===== config.mk =====
export PLATFORM = sky130hd
export DESIGN_NAME = lzc_iter
export DESIGN_NICKNAME = d
export VERILOG_FILES = /design/src/rtl/lzc_iter.sv
export SDC_FILE = /design/constraint.sdc
export NUM_CORES = 1
export LEC_CHECK = 0
export BUFFER_PORTS_ARGS = -buffer_cell sky130_fd_sc_hd__buf_2
export CAP_MARGIN = 20
export CORE_MARGIN = 2
export CORE_UTILIZATION = 51
export DETAILED_ROUTE_END_ITERATION = 6
export PLACE_DENSITY = 0.77
export SYNTH_ARGS = -nofsm -noshare
export SYNTH_HDL_FRONTEND = slang
export SYNTH_SLANG_ARGS = --single-unit

===== constraint.sdc =====
create_clock -name clk_i -period 2.21 [get_ports clk_i]
set_clock_uncertainty 0.05 [all_clocks]
set_input_delay 0.442 -clock clk_i [delete_from_list [all_inputs] [get_ports clk_i]]
set_output_delay 0.442 -clock clk_i [all_outputs]
set_load 0.05 [all_outputs]

===== src/rtl/lzc_iter.sv =====
// lzc_iter: iterates over the set bits of an accepted vector, emitting one
// bit index per output handshake, LSB-first (MODE=0) or MSB-first (MODE=1).
//
// Ports:
//   clk_i        clock, all state on rising edge
//   rst_i        synchronous active-high reset
//   flush_i      synchronous abort of the vector being scanned
//   in_valid_i   input vector valid
//   in_ready_o   input vector accepted when high together with in_valid_i
//   in_data_i    vector to iterate (WIDTH bits)
//   out_valid_o  an index is available
//   out_ready_i  consumer takes the index
//   out_idx_o    bit position in the original in_data_i numbering
//   out_ord_o    ordinal of this index within the current vector
//   out_last_o   this is the final set bit of the vector
//   zero_o       one-cycle pulse after an all-zero vector was accepted
module lzc_iter #(
  parameter int unsigned WIDTH     = 16,
  parameter bit          MODE      = 1'b0,
  parameter int unsigned IDX_WIDTH = (WIDTH > 1) ? $clog2(WIDTH) : 1
) (
  input  logic                 clk_i,
  input  logic                 rst_i,
  input  logic                 flush_i,
  input  logic                 in_valid_i,
  output logic                 in_ready_o,
  input  logic [WIDTH-1:0]     in_data_i,
  output logic                 out_valid_o,
  input  logic                 out_ready_i,
  output logic [IDX_WIDTH-1:0] out_idx_o,
  output logic [IDX_WIDTH-1:0] out_ord_o,
  output logic                 out_last_o,
  output logic                 zero_o
);

  typedef enum logic {
    IDLE = 1'b0,
    SCAN = 1'b1
  } state_e;

  state_e                 state_q, state_d;
  logic [WIDTH-1:0]       pending_q, pending_d;
  logic [IDX_WIDTH-1:0]   ord_q, ord_d;
  logic                   zero_q, zero_d;

  logic [IDX_WIDTH-1:0]   sel_idx;
  logic [WIDTH-1:0]       sel_onehot;
  logic                   sel_last;
  logic                   accept;
  logic                   beat;

  // Single-cycle priority encoder over pending; the last match in loop
  // order wins, so the loop runs opposite to the desired priority.
  always_comb begin
    sel_idx    = '0;
    sel_onehot = '0;
    if (MODE == 1'b0) begin
      for (int i = int'(WIDTH) - 1; i >= 0; i--) begin
        if (pending_q[i]) begin
          sel_idx    = IDX_WIDTH'(i);
          sel_onehot = WIDTH'(1) << i;
        end
      end
    end else begin
      for (int i = 0; i < int'(WIDTH); i++) begin
        if (pending_q[i]) begin
          sel_idx    = IDX_WIDTH'(i);
          sel_onehot = WIDTH'(1) << i;
        end
      end
    end
  end

  // Exactly one bit left: clearing the lowest set bit leaves nothing.
  assign sel_last = (pending_q != '0) &&
                    ((pending_q & (pending_q - WIDTH'(1))) == '0);

  // Output view; everything reads zero outside SCAN.
  always_comb begin
    out_valid_o = (state_q == SCAN);
    out_idx_o   = (state_q == SCAN) ? sel_idx  : '0;
    out_ord_o   = (state_q == SCAN) ? ord_q    : '0;
    out_last_o  = (state_q == SCAN) ? sel_last : 1'b0;
  end

  // A new vector is taken when idle, or on the final beat so the next
  // vector's first index follows without a bubble.
  assign beat       = out_valid_o & out_ready_i;
  assign in_ready_o = ~flush_i &
                      ((state_q == IDLE) | ((state_q == SCAN) & sel_last & out_ready_i));
  assign accept     = in_valid_i & in_ready_o;
  assign zero_o     = zero_q;

  // State register.
  always_ff @(posedge clk_i) begin
    if (rst_i) begin
      state_q   <= IDLE;
      pending_q <= '0;
      ord_q     <= '0;
      zero_q    <= 1'b0;
    end else begin
      state_q   <= state_d;
      pending_q <= pending_d;
      ord_q     <= ord_d;
      zero_q    <= zero_d;
    end
  end

  // Next-state logic.
  always_comb begin
    state_d   = state_q;
    pending_d = pending_q;
    ord_d     = ord_q;
    zero_d    = 1'b0;

    if (flush_i) begin
      state_d   = IDLE;
      pending_d = '0;
      ord_d     = '0;
    end else begin
      unique case (state_q)
        IDLE: begin
          if (accept) begin
            if (in_data_i != '0) begin
              pending_d = in_data_i;
              ord_d     = '0;
              state_d   = SCAN;
            end else begin
              zero_d = 1'b1;
            end
          end
        end

        SCAN: begin
          if (beat) begin
            pending_d = pending_q & ~sel_onehot;
            ord_d     = ord_q + IDX_WIDTH'(1);
            if (sel_last) begin
              ord_d   = '0;
              state_d = IDLE;
              if (accept) begin
                if (in_data_i != '0) begin
                  pending_d = in_data_i;
                  state_d   = SCAN;
                end else begin
                  zero_d = 1'b1;
                end
              end
            end
          end
        end

        default: begin
          state_d   = IDLE;
          pending_d = '0;
          ord_d     = '0;
        end
      endcase
    end
  end

`ifndef SYNTHESIS
  // Simulation-only sanity checks.
  a_width_pos: assert property (@(posedge clk_i) WIDTH > 0);

  a_hold_stable: assert property (@(posedge clk_i) disable iff (rst_i)
    (out_valid_o && !out_ready_i && !flush_i) |=>
      (out_valid_o && $stable(out_idx_o) && $stable(out_ord_o) && $stable(out_last_o)));

  a_idx_pending: assert property (@(posedge clk_i) disable iff (rst_i)
    out_valid_o |-> (((pending_q >> out_idx_o) & WIDTH'(1)) != '0));
`endif

endmodule


Yosys cells after proc, flatten, opt, wreduce, memory -nomap -nowiden
Index checks and enable logic that the tools add are counted.
Word-level totals
  register bits: 22
  bits of input ports: 21
  output and inout port bits: 12
  logic and storage cells: 83
Cells by class
  add/subtract/negate cells: 2
  equal/unequal tests: 3
  mux-type cells: 57
  bitwise operators: 11
  reduce and logical (&&, ||, !) cells: 6
Operators by type and width (number)
  16-bit 2-to-1 mux: 22
  4-bit 2-to-1 mux: 22
  16-bit AND: 2
  16-bit case mux with 2 select lines: 1
  16-bit nonzero test: 2
  16-bit logical NOT: 1
  16-bit NOT: 1
  16-bit by 1-bit subtractor with 16-bit output, second input constant: 1
  1-bit 2-to-1 mux: 9
  4-bit case mux with 2 select lines: 1
  1-bit AND: 5
  4-bit by 1-bit adder with 4-bit output, second input constant: 1
  2-bit by 1-bit != test with 1-bit output, second input constant: 2
  1-bit case mux with 2 select lines: 2
  3-bit AND reduction: 1
  2-bit != test, second input constant: 1
  1-bit NOT: 2
  2-bit OR reduction: 1
  1-bit logical AND: 1
  1-bit OR: 1

Depth between registers and ports, before layout
  depth after elaboration: 23
  depth in mapped cells: 9
  mapped depth without buffers: 6

Least setup slack after synthesis
No wires, ideal clock.
  kind: flip-flop to output port
  from: register state_q (netlist: out_valid_o)
  to: output out_idx_o[1]
  arrival: 3.798 ns
  setup slack: -2.080 ns
  cell stages (with the launch flop): 6
  path buffers: 3
  cells stage by stage: dfxtp_1 > clkbuf_1 > inv_1 > clkbuf_1 > clkbuf_1 > a2111oi_0
On the way
  word-level cells in the longest chain between the ends: 1
Ends and longest elaborated chain
  from (decl): line 41  | state_e state_q, state_d;
  from (signal assigned): line 102  | state_q <= state_d;
  4-bit 2-to-1 mux: line 81  | out_idx_o = (state_q == SCAN) ? sel_idx : '0;
  to (decl): line 30  | output logic [IDX_WIDTH-1:0] out_idx_o,
No other way between the ends.

Final worst setup path
  from: register pending_q[1]
  to: output out_last_o
On the way
  word-level cells in the longest chain between the ends: 5
Ends and longest elaborated chain
  from (decl): line 42  | logic [WIDTH-1:0] pending_q, pending_d;
  from (signal assigned): line 103  | pending_q <= pending_d;
  16-bit by 1-bit subtractor with 16-bit output: line 76  | ((pending_q & (pending_q - WIDTH'(1))) == '0);
  16-bit AND: line 76
  16-bit logical NOT: line 76
  1-bit logical AND (*): line 75  | assign sel_last = (pending_q != '0) &&
  1-bit 2-to-1 mux (*): line 83  | out_last_o = (state_q == SCAN) ? sel_last : 1'b0;
  to (decl): line 32  | output logic out_last_o,
Every way passes the cells marked *; elsewhere a longest branch is shown, timed or not.

==> out/metrics.yaml <==
p_leak_nw: 1.22
io_pins: 33
synthesis.nets: 280
grt_antenna_before_repair: 0
area_growth_pct: 51.8
synth_cell_types: 55
reg2reg_from: "pending_q[1]"
syn_area_sq_mm: 0.00189
yosys_register_bits: 22
fp-row-count: 22
internal-power_mw: 0.851
yosys.area.top_type: "dfxtp_1"
yosys_warnings: 0
drc_errors: 0
ys.flop_type: "dfxtp_1"
avgSynthCellArea_sq_um: 7.34
dr_total_vias: 2578
grt_max_degree: 41
hpwl_mm: 4.78
worst-r2r-cell-count: 7
rrSetupSlack_ns: -0.16
netlist_instances: 258
grt_pass1_vias: 2246
drt_first_pass_iters: 6
port_buffers: 32
max_clock_freq_mhz: 368
grt_first_pass_wirelength_mm: 10.9
finalSetupViolCount: 19
slew_headroom_pct: 68.3
nNetsFinal: 351
violations: "negative setup slack"
layout_min_cycle_time_ns: 2.72
cts_root_buffer: "clkbuf_8"
die-width_um: 64.9
status: "finished, violations left"
ant_nets: 0
n_antenna_cell: 0
synth_edf_count: 0
gp_congestion: 0.966
cp-end-kind: "output port"
numClockSinks: 22
slew_viol_final: 0
core_area_sq_mm: 0.00361
arrival_ns: 2.23
grt.overflow.total: 0
die_area_sq_mm: 0.00422
tightest_slew_ns: 0.473
maxCapViolations: 0
cp-startpoint: "pending_q[1]"
numCtsBuffers: 3
power_switching_share_pct: 37.5
hold_violations: 0
cts.clk_slew.worst_paths_ns: 0.08
combPwrFrac_pct: 45.7
fillers: 221
p_clk_share_pct: 23.0
ys_seq_area_share_pct: 23.3
hold_class: "input port to register"
setup_slack_ns: -0.511
ir_drop_v: 0.000287
clk_latency_ns: 0.28
cts_tree: "built"
cp-start-kind: "register"
yosys-top-cells-area: "dfxtp_1 (23%), nand3_1 (8.2%), clkbuf_1 (4.6%)"
synth_top_cell_area_share_pct: 23.3
wl_mm: 7.51
ctsHtreeMaxLevel: 1
final_core_util_pct: 79.7
wire_per_inst_um: 20.0
power_density_mw_per_mm2: 474
vias_per_cell: 6.86
worst-path-max-fanout: 4
cp.required_ns: 1.72
grt_setup_unrepaired: "yes"
clock_path_buffers: 2
power_frac_seq_pct: 31.3
drive_gt1_share_pct: 46.6
initial_core_util_pct: 52.5
total_power_mw: 1.36
p_sw_mw: 0.511
criticalPathCategory: "register to output port"
dieHeight_um: 64.9
r2r_end: "pending_q[13]"
drt_iter0_markers: 306
track_usage_pct: 33.2
ys_async_sr_fraction_pct: 0
finalCritPeriodShare_pct: 123
worstSetupEndpoint: "out_last_o"
pre_cts_slack_ns: -0.375
[critical path: stages (launching register included)]
cell,delay [ns]
dfxtp_2,0.35
or4_4,0.60
nor3_4,0.22
o22ai_2,0.13
buf_4,0.16
a21o_1,0.19
nor3_4,0.12
buf_6,0.18
[per-layer routing]
layer  global-route usage [%]  up-vias  wire [um]
met4                     12.5        0        353
met2                     54.4      195       3480
met5                        0        -          0
met1                     43.8     1194       2940
met3                     5.21       39        727
li1                         -     1150          -
[how the worst min path moves through the flow]
stage | cells after the start | from | end
global placement | 2 | ord_q[1] | ord_q[1]
CTS | 2 | in_data_i[13] | pending_q[13]
global route | 2 | in_data_i[13] | pending_q[13]
floorplan | 2 | ord_q[1] | ord_q[1]
detailed placement | 2 | ord_q[1] | ord_q[1]
finish | 3 | in_valid_i | zero_o
[logic make-up (layout without fill, tap and decap cells)]
group                    count (synthesis)  after routing  share of synthesized area [%]
AND/OR/NAND/NOR                        122            122                           36.5
AO/OA/AOI/OAI                           74             74                           30.3
adder cells (fa/ha/maj)                  2              2                           1.19
buffers and inverters                   35            105                           7.14
flip-flops                              22             22                           23.3
multiplexers                             3              3                           1.65
[what timing repair did]
action,CTS,global route
buffers inserted,5,7
setup endpoints to repair,21,28
hold buffers,0,0
pin swaps,13,11
resized for setup,35,26
[through the flow]
stage                     TNS [ns]  hold WS (ns)  std cells  cell area, sq um
final                        -2.11         0.371        376              2870
after CTS                    -1.83         0.382        372              2720
after detailed placement     -1.82         0.433        363              2500
after global placement      -0.947         0.424        363              2500
after global routing         -3.37         0.382        376              2870
after floorplan              -1.12         0.408        258              1980
[cells in the mapped netlist (all sizes together) (3+ instances only)]
| library cell | count |
|---|---|
| a41oi | 9 |
| or2 | 3 |
| nor4 | 10 |
| buf | 5 |
| nor2 | 22 |
| nand2 | 12 |
| and4 | 4 |
| o41ai | 3 |
| inv | 7 |
| a22oi | 3 |
| and3 | 10 |
| o311ai | 6 |
| nand4 | 3 |
| a31oi | 3 |
| o31ai | 3 |
| and2 | 4 |
| or4 | 3 |
| a21oi | 13 |
| nor2b | 3 |
| clkbuf | 23 |
| nand2b | 3 |
| nand3 | 31 |
| a2111oi | 3 |
| o21ai | 10 |
| nor3 | 11 |
| dfxtp | 22 |
| o2111ai | 3 |
[power groups by stage]
| stage | Combinational (mW) | Sequential, mW | Clock [mW] |
|---|---|---|---|
| 2_1_floorplan | 0.276 | 0.429 | 0 |
| 3_3_place_gp | 0.449 | 0.430 | 0 |
| 3_5_place_dp | 0.457 | 0.431 | 0 |
| 4_1_cts | 0.501 | 0.424 | 0.301 |
| 5_1_grt | 0.647 | 0.427 | 0.326 |
| 6_report | 0.623 | 0.426 | 0.313 |
[layout make-up]
type / count / area [sq um] / share of cell area, %
Clock buffer: 4 / 55.1 / 1.92
Inverter: 7 / 26.3 / 0.914
Multi-Input combinational cell: 201 / 1570 / 54.7
Sequential cell: 22 / 453 / 15.8
Tap cell: 48 / 60.1 / 2.09
Timing Repair Buffer: 94 / 707 / 24.6
[layout by cell type, fill, tap and decap left out, types with 3 or more instances in the layout]
master,instances
nand4_1,3
buf_2,26
o21ai_1,3
and3_1,10
a41oi_1,8
buf_4,56
o21ai_0,7
buf_6,9
a31oi_1,3
nor4_1,6
and4_1,4
nor4_4,3
nand3_1,29
nor3_1,8
clkbuf_8,4
inv_1,7
a22oi_1,3
nor2_1,16
nand2_1,12
and2_1,4
nor3_4,3
a21oi_2,3
nor2_4,4
nand2b_1,3
o311ai_0,5
o41ai_2,3
dfxtp_1,12
a21oi_1,10
dfxtp_2,10
[flip-flops by register name, indices dropped and copies added, names as in the netlist]
signal	flops
out_valid_o	1
pending_q	16
ord_q	4
zero_o	1
Power figures use the tool's default switching activity.
